[config.mk]
export PLATFORM = sky130hd
export DESIGN_NAME = sq_energy_sched
export DESIGN_NICKNAME = d
export VERILOG_FILES = /design/src/rtl/sq_sched_pkg.sv /design/src/rtl/sq_rr_arbiter.sv /design/src/rtl/sq_energy_sched.sv
export SDC_FILE = /design/constraint.sdc
export NUM_CORES = 1
export LEC_CHECK = 0
export CAP_MARGIN = 20
export CORE_MARGIN = 2
export CORE_UTILIZATION = 31
export DETAILED_ROUTE_END_ITERATION = 10
export SLEW_MARGIN = 20
export SYNTH_ARGS = -nofsm -noshare
export SYNTH_HDL_FRONTEND = slang
export SYNTH_SLANG_ARGS = --single-unit
[constraint.sdc]
create_clock -name clk -period 5.9 [get_ports clk]
set_input_delay 0.59 -clock clk [delete_from_list [all_inputs] [get_ports clk]]
set_output_delay 0.59 -clock clk [all_outputs]
set_load 0.03 [all_outputs]
[src/rtl/sq_sched_pkg.sv]
// Shared types and constants for the square-and-accumulate scheduler.
// The SQ_SAT_EN macro, when defined, selects a saturating accumulator in sq_energy_sched.
package sq_sched_pkg;

    typedef enum logic [1:0] {
        ST_IDLE   = 2'd0,
        ST_STREAM = 2'd1,
        ST_DRAIN  = 2'd2,
        ST_RESULT = 2'd3
    } sq_state_t;

    // (-128)^2 is the largest square; it needs 15 unsigned bits.
    localparam int SQ_MAX = 16384;
    localparam int SQ_W   = 15;

    function automatic int clog2(input int n);
        int r;
        int v;
        r = 0;
        v = 1;
        while (v < n) begin
            v = v * 2;
            r++;
        end
        return (r < 1) ? 1 : r;
    endfunction

endpackage

[src/rtl/sq_rr_arbiter.sv]
// Combinational round-robin picker: searches from ptr+1 upward with wrap
// and returns the first requester found as one-hot and encoded grants.
module sq_rr_arbiter
    import sq_sched_pkg::*;
#(
    parameter int N  = 4,
    parameter int IW = clog2(N)
) (
    input  logic [N-1:0]  req,
    input  logic [IW-1:0] ptr,
    output logic [N-1:0]  gnt_oh,
    output logic [IW-1:0] gnt_idx,
    output logic          any
);

    always_comb begin
        gnt_oh  = '0;
        gnt_idx = '0;
        any     = 1'b0;
        for (int i = 1; i <= N; i++) begin
            if (!any && req[(int'(ptr) + i) % N]) begin
                any                        = 1'b1;
                gnt_idx                    = IW'((int'(ptr) + i) % N);
                gnt_oh[(int'(ptr) + i) % N] = 1'b1;
            end
        end
    end

endmodule

[src/rtl/sq_energy_sched.sv]
// Shares one signed-8-bit square-and-accumulate datapath among NUM_REQ requesters.
// Optional macro SQ_SAT_EN: saturating accumulator with a sticky overflow flag on m_ovf.
module sq_energy_sched
    import sq_sched_pkg::*;
#(
    parameter int NUM_REQ   = 4,
    parameter int Z_WIDTH   = 24,
    parameter int CNT_WIDTH = 16
) (
    input  logic                        clk,
    input  logic                        rst,
    input  logic [NUM_REQ-1:0]          s_valid,
    output logic [NUM_REQ-1:0]          s_ready,
    input  logic [NUM_REQ*8-1:0]        s_data,
    input  logic [NUM_REQ-1:0]          s_last,
    output logic                        m_valid,
    input  logic                        m_ready,
    output logic [Z_WIDTH-1:0]          m_sum,
    output logic [clog2(NUM_REQ)-1:0]   m_id,
    output logic [CNT_WIDTH-1:0]        m_count,
    output logic                        m_ovf
);

    localparam int IW = clog2(NUM_REQ);

    sq_state_t state_q, state_d;

    logic [IW-1:0]        grant_q, ptr_q, arb_idx;
    logic [NUM_REQ-1:0]   arb_oh;
    logic                 arb_any;
    logic [7:0]           beat_byte;
    logic                 beat_valid, beat_last, accept;
    logic signed [15:0]   beat_ext;
    logic [SQ_W-1:0]      sq_d, sq1_q;
    logic                 sq1_v;
    logic [Z_WIDTH-1:0]   acc_q;
    logic [CNT_WIDTH-1:0] count_q;

    sq_rr_arbiter #(.N(NUM_REQ), .IW(IW)) u_arb (
        .req     (s_valid),
        .ptr     (ptr_q),
        .gnt_oh  (arb_oh),
        .gnt_idx (arb_idx),
        .any     (arb_any)
    );

    // Per-port view of the granted requester; only it ever sees s_ready.
    always_comb begin
        beat_byte  = '0;
        beat_valid = 1'b0;
        beat_last  = 1'b0;
        s_ready    = '0;
        for (int i = 0; i < NUM_REQ; i++) begin
            if (grant_q == IW'(i)) begin
                beat_byte  = s_data[8*i +: 8];
                beat_valid = s_valid[i];
                beat_last  = s_last[i];
                s_ready[i] = (state_q == ST_STREAM);
            end
        end
    end

    assign accept   = (state_q == ST_STREAM) && beat_valid;
    assign beat_ext = signed'({{8{beat_byte[7]}}, beat_byte});
    assign sq_d     = SQ_W'(beat_ext * beat_ext);

`ifdef SQ_SAT_EN
    logic [Z_WIDTH:0] acc_sum;
    logic             ovf_q;
    assign acc_sum = {1'b0, acc_q} + (Z_WIDTH+1)'(sq1_q);
`else
    logic [Z_WIDTH-1:0] acc_sum;
    assign acc_sum = acc_q + Z_WIDTH'(sq1_q);
    assign m_ovf   = 1'b0;
`endif

    always_ff @(posedge clk) begin
        if (rst) state_q <= ST_IDLE;
        else     state_q <= state_d;
    end

    // DRAIN waits until stage 1 is empty so acc_q holds the final square.
    always_comb begin
        state_d = state_q;
        case (state_q)
            ST_IDLE:   if (arb_any)              state_d = ST_STREAM;
            ST_STREAM: if (accept && beat_last)  state_d = ST_DRAIN;
            ST_DRAIN:  if (!sq1_v)               state_d = ST_RESULT;
            ST_RESULT: if (m_ready)              state_d = ST_IDLE;
            default:                             state_d = ST_IDLE;
        endcase
    end

    always_ff @(posedge clk) begin
        if (rst) begin
            sq1_q   <= '0;
            sq1_v   <= 1'b0;
            acc_q   <= '0;
            count_q <= '0;
            grant_q <= '0;
            ptr_q   <= IW'(NUM_REQ - 1);
            m_valid <= 1'b0;
            m_sum   <= '0;
            m_id    <= '0;
            m_count <= '0;
`ifdef SQ_SAT_EN
            ovf_q   <= 1'b0;
            m_ovf   <= 1'b0;
`endif
        end else begin
            sq1_v <= accept;
            if (accept) begin
                sq1_q   <= sq_d;
                count_q <= count_q + CNT_WIDTH'(1);
            end
            if (state_q == ST_IDLE && arb_any) begin
                grant_q <= arb_idx;
                acc_q   <= '0;
                count_q <= '0;
`ifdef SQ_SAT_EN
                ovf_q   <= 1'b0;
`endif
            end
            if (sq1_v) begin
`ifdef SQ_SAT_EN
                if (acc_sum[Z_WIDTH]) begin
                    acc_q <= '1;
                    ovf_q <= 1'b1;
                end else begin
                    acc_q <= acc_sum[Z_WIDTH-1:0];
                end
`else
                acc_q <= acc_sum;
`endif
            end
            if (state_q == ST_DRAIN && !sq1_v) begin
                m_valid <= 1'b1;
                m_sum   <= acc_q;
                m_id    <= grant_q;
                m_count <= count_q;
`ifdef SQ_SAT_EN
                m_ovf   <= ovf_q;
`endif
            end
            if (state_q == ST_RESULT && m_ready) begin
                m_valid <= 1'b0;
                ptr_q   <= grant_q;
            end
        end
    end

endmodule

* Word-level counts from Yosys, hierarchy flattened
Cells that the tools add are included.
** Storage, ports and cells
- Register bits after elaboration :: 105
- Output and inout bits :: 48
** Cells by class
- Bitwise logic cells :: 4
- Multipliers :: 1
- Reductions and logical operators :: 22
- Multiplexer cells :: 43
- Equal/unequal tests :: 10
- Magnitude comparators :: 4
- Add/subtract/negate cells :: 6
** Operators by type and width (number)
- $mux W24 :: 2
- $mux W8 :: 4
- $add A24 B15 Y24 :: 1
- $mux W1 :: 24
- $add A16 B1 Y16 const B :: 1
- $lt A3 B4 Y1 const B :: 4
- $mux W2 :: 8
- $mul A8 B8 Y15 :: 1
- $reduce_or A2 Y1 :: 6
- $bmux W1 S2 :: 4
- $eq A2 B2 Y1 const B :: 4
- $logic_and A1 B1 Y1 :: 8
- $pmux W2 S4 :: 1
- $ne A2 B2 Y1 const B :: 3
- $add A2 B1 Y2 const B :: 2
- $add A2 B2 Y2 const B :: 2
- $and A1 B1 Y1 const A :: 4
- $eq A2 B1 Y1 const B :: 2
- $logic_not A1 Y1 :: 4
- $logic_not A2 Y1 :: 2
- $reduce_and A4 Y1 :: 1
- $ne A2 B1 Y1 const B :: 1
- $reduce_bool A2 Y1 :: 1

* Depth between registers and ports, before layout
- Depth after elaboration :: 19
- Mapped depth :: 21
- Mapped depth without buffers :: 18

* Modules after synthesis
Synthesis repeated with hierarchy kept, for this count alone.
** Second synthesis, totals
- Cells, all modules :: 899
- Area, all modules :: 7518.5 um^2
** By module, submodules not included
- sq_energy_sched :: times used 1, seq. area each 2082.0 um^2, cells each 813, area an instance 6889.1 um^2
- sq_rr_arbiter :: times used 1, seq. area each 0.0 um^2, cells each 86, area an instance 629.4 um^2

* Worst setup path before layout
No wires, ideal clock.
- Kind :: input -> register
- From :: input s_data[31]
- To :: register sq1_q[14]
- Path slack :: 873 ps
- Required time :: 5769 ps
- Setup time :: 131 ps
- Stages on the path :: 16
- Arrival time :: 4896 ps
- Cells stage by stage :: mux4_2 clkbuf_1 nor2b_1 fa_1 fa_1 fa_1 inv_1 fa_1 inv_1 ha_1 o21a_1 o31a_1 o31a_1 o2111a_1 o21ai_0 o311ai_1
** Between the ends
- Word-level cells in the longest chain between the ends :: 2
** Ends and longest elaborated chain
- from (decl) :: RTL line sq_energy_sched.sv:14 : input logic [NUM_REQ*8-1:0] s_data,
- $mux W8 :: RTL line sq_energy_sched.sv:54 : if (grant_q == IW'(i)) begin
- $mul A8 B8 Y15 :: RTL line sq_energy_sched.sv:65 : assign sq_d = SQ_W'(beat_ext * beat_ext);
- to (signal assigned) :: RTL line sq_energy_sched.sv:113 : sq1_q <= sq_d;
- to (decl) :: RTL line sq_energy_sched.sv:34 : logic [SQ_W-1:0] sq_d, sq1_q;
No other way between the ends.
A chain may end at the register's enable or synchronous reset.

* Final worst setup path
- From :: register grant_q[0]
- To :: register sq1_q[14]
** Between the ends
- Word-level cells in the longest chain between the ends :: 6
- Elaborated cells between the ends (all ways) :: 14
- Classes of those cells :: mul (1); eq/ne (3); mux (8); reduce/logical (2)
** Ends and longest elaborated chain
- from (decl) :: RTL line sq_energy_sched.sv:28 : logic [IW-1:0] grant_q, ptr_q, arb_idx;
- from (signal assigned) :: RTL line sq_energy_sched.sv:117 : grant_q <= arb_idx;
- $logic_not A2 Y1 :: RTL line sq_energy_sched.sv:54
- $mux W8 / $mux W1 (equally long branches) (4 in a row) :: RTL line sq_energy_sched.sv:54
- $mul A8 B8 Y15 / $logic_and A1 B1 Y1 (equally long branches) :: RTL line sq_energy_sched.sv:65, sq_energy_sched.sv:63
Several ways; a longest one is shown, not always the timed one.

==> summary.md <==
| Metric | Value |
|---|---|
| Status | complete, no violations |
| RSZ-0062 raised after global routing | false |
| Most frequent cells after synthesis | 144 x nand2_1, 104 x dfxtp_1, 80 x a21oi_1 |
| GRT Resource Usage Total | 0.142 |
| First-pass DRT Iterations | 4 |
| Detailed-placement wirelength estimate | 12000 microns |
| CP Data Required Time | slightly above 6 ns |
| Setup skew after layout | 0.00784 ns |
| Count of state elements after synthesis | 104 |
| Mapped Area | 7010 sq um |
| Post CTS Setup Buffer Count | 0 |
| Post-route ant nets | 0 |
| Crit Reg-Reg Startpoint | grant_q[0] |
| Worst-case reg-to-reg path depth | 16 |
| Worst Path Class, Setup | register to register |
| Primary FF master, synth | dfxtp_1 |
| Sum of overflow across all layers after global routing | 0 |
| Delay of the slowest critical-path stage | 0.79 ns |
| Nets | 1027 |
| Remaining routing DRC violations | 0 |
| Worst-path maximum fanout | 10 |
| Total vias in the final route | 5742 |
| CP Launch Type | register |
| Synthesized area divided by synthesized cell count | 8.47 sq um |
| Share of the synthesized area in the top cell type | 0.297 |
| Terminus of the critical flop-to-flop path | sq1_q[14] |
| Hold path endpoint | m_sum[23] |
| Largest cells by area after synthesis | dfxtp_1 30%, fa_1 11%, ha_1 7.9%, nand2_1 7.7%, a21oi_1 5.7% |
| Synth-to-Final Area Change | 20.8% |
| Final estimated routing congestion in global placement | 0.828 |
| Average wire per cell in the routed design | 13.5 microns |
| CTS resizes | 0 |
| EDFF count, synth | 0 |
| Height of the chip | 154 microns |
| CP dominant cell by count | fa_1 |
| Netlist cell types | 70 |
| CP max stage cell | mux4_1 |
| Number of antenna violations at the first check in global routing | 0 |
| Class of the tightest hold or removal check | register to register |
| Die Outline Area | 23800 sq um |
| Chain of cells forming the critical path | mux4_1, inv_1, nor2_1, fa_1, fa_1, fa_1, inv_1, fa_1, inv_1, ha_1, o21a_1, o31a_1, o31a_1, o2111a_1, o21ai_0, o311ai_1 |
| Vias per std cell | 4.83 |
| Number of buffers created by CTS | 9 |
| Setup TNS | 0 ns |
| First-pass GRT wire length | 28100 microns |
| Startpoint of the most critical hold path | m_sum[23] |
| Reg clk slew, reported paths | 0.07 ns |
| Final critical-path required period | approximately 5.5 ns |
| Leading cell type by number of instances after synthesis | nand2_1 |
| Number of standard-cell rows in the floorplan | 55 |
| Final max-slew violation count | 0 |
| Final-report hold violation count | 0 |
| Count of hold-fix buffers inserted at cts | 0 |
| Buffers from clock root to sink, at most | 2 |
| Max H-tree Level | 3 |
| Share of the yosys chip area belonging to registers | 0.297 |
| Worst-case register-to-register setup slack | 0.42 ns |
| Post-Syn Instances | slightly above 800 |
| Crit. End Element | register |
| Slew at the pin closest to its max-slew limit | about 0.86 ns |
| Pin count of the biggest net entering global routing | 81 |
| Arrival time worst endpoint | approximately 5.7 ns |
| Detailed router's first-iteration violation count | roughly 240 |
| Die width | 154 microns |
| Hold Path Depth | 2 |
| Initial Util | 0.312 |
| Final Cycle Share | 0.928 |
| Final setup violation count | 0 |
| IO Count | 91 |
| Slew Limit Headroom | 0.426 |
| Core Box Area | roughly 22000 sq um |
| Buffers added on ports | 89 |
| Share of final-layout standard cells stronger than drive strength 1 | 0.0575 |
| Root Driver | clkbuf_16 |
| CTS tree | done |
| Max-capacitance violation count | 0 |
| Num Clock Sinks | 104 |
| Share of synthesized registers carrying an async set or reset | 0 |
| Number of global-route vias before repair | 5828 |
| Net count after synthesis | 954 |
| Clock latency on the worst-skew pair | around 0.35 ns |
| Highest clock frequency the design can meet | 0.183 GHz |
| Post-detailed-routing wire length | 16000 microns |
| Number of warnings issued by yosys | 0 |
| Cell type with the largest total area after synthesis | dfxtp_1 |
| Diodes inserted | 0 |
-- cell usage in the layout, fill, tap and decap left out, types with 8 or more instances in the layout --
cell type        Yosys  routed
nand2_1            144     144
ha_1                44      44
fa_1                40      40
nor2_1              59      59
o21ai_0             20      20
nor2b_1             10       9
and3_1              11      11
a21oi_1             80      80
and2_1              19      19
dfxtp_1            104     104
a211oi_1             9       9
nand3_1             23      23
xnor2_1             17      17
mux4_2               8       8
nor3_1               9       9
clkdlybuf4s50_1      0      88
buf_4                3       9
inv_1               75      75
clkbuf_16            0       9
xor2_1              15      15
-- cell families (layout without fill, tap and decap cells) --
group / Yosys count / in the layout / synth area share
mux: 16 / 16 / 0.0425
flops: 104 / 104 / 0.297
other cells: 1 / 1 / 0.000535
compound gates: 161 / 161 / 0.147
simple gates: 316 / 316 / 0.213
xor+xnor: 33 / 33 / 0.0423
buf+inv: 112 / 190 / 0.0645
fa+ha+maj: 84 / 84 / 0.193
-- worst max-delay path by stage --
stage / start / end / slack, ns
global placement: s_data[30] / sq1_q[14] / 0.41
finish: grant_q[0] / sq1_q[14] / 0.42
detailed placement: s_data[5] / sq1_q[14] / 0.33
CTS: grant_q[0] / sq1_q[14] / 0.36
floorplan: s_data[31] / sq1_q[14] / 0.87
global route: grant_q[0] / sq1_q[13] / 0.06
-- stage by stage --
| step | cell area, sq um | worst slack [ns] | cells | util | hold slack, ns |
|---|---|---|---|---|---|
| 4_1_cts | 8470 | 0.356 | 1190 | 0.377 | 0.456 |
| 6_report | 8470 | 0.423 | 1190 | 0.377 | 0.455 |
| 2_1_floorplan | 7010 | 0.873 | 827 | - | 0.436 |
| 3_3_place_gp | 8150 | 0.414 | 1174 | 0.363 | 0.444 |
| 5_1_grt | 8470 | 0.0595 | 1190 | 0.377 | 0.480 |
| 3_5_place_dp | 8150 | 0.326 | 1174 | 0.363 | 0.446 |
-- layer usage --
layer	GRT usage	routed length (microns)
met4	0.0269	154
met1	0.181	7610
met3	0.0261	459
met5	0	0
met2	0.254	7820
-- sequential cells by signal, summed over array words and instances, names as in the netlist --
name,cells
sq1_v,1
state_q,2
m_count,16
ptr_q,2
sq1_q,14
acc_q,24
grant_q,2
count_q,16
m_sum,24
m_valid,1
m_id,2
-- cell type report --
type,count,area (sq um)
clock buffer,11,253
sequential,104,2080
inverter,76,285
tap,285,357
multi-input combinational,611,4470
timing repair buffer,98,953
clock inverter,5,61.3
fill,2291,14000
-- critical path: cells and delay by family (launching register included) --
| family | cells | cell delay [ns] |
|---|---|---|
| fa+ha+maj | 5 | 2.35 |
| flops | 1 | 0.78 |
| mux | 1 | 0.79 |
| compound gates | 6 | 1.08 |
| buf+inv | 3 | 0.26 |
| simple gates | 1 | 0.09 |
Power is left out: the tool's default activity adds up to more than one toggle a clock period on the data nets, which glitch-free logic cannot reach.
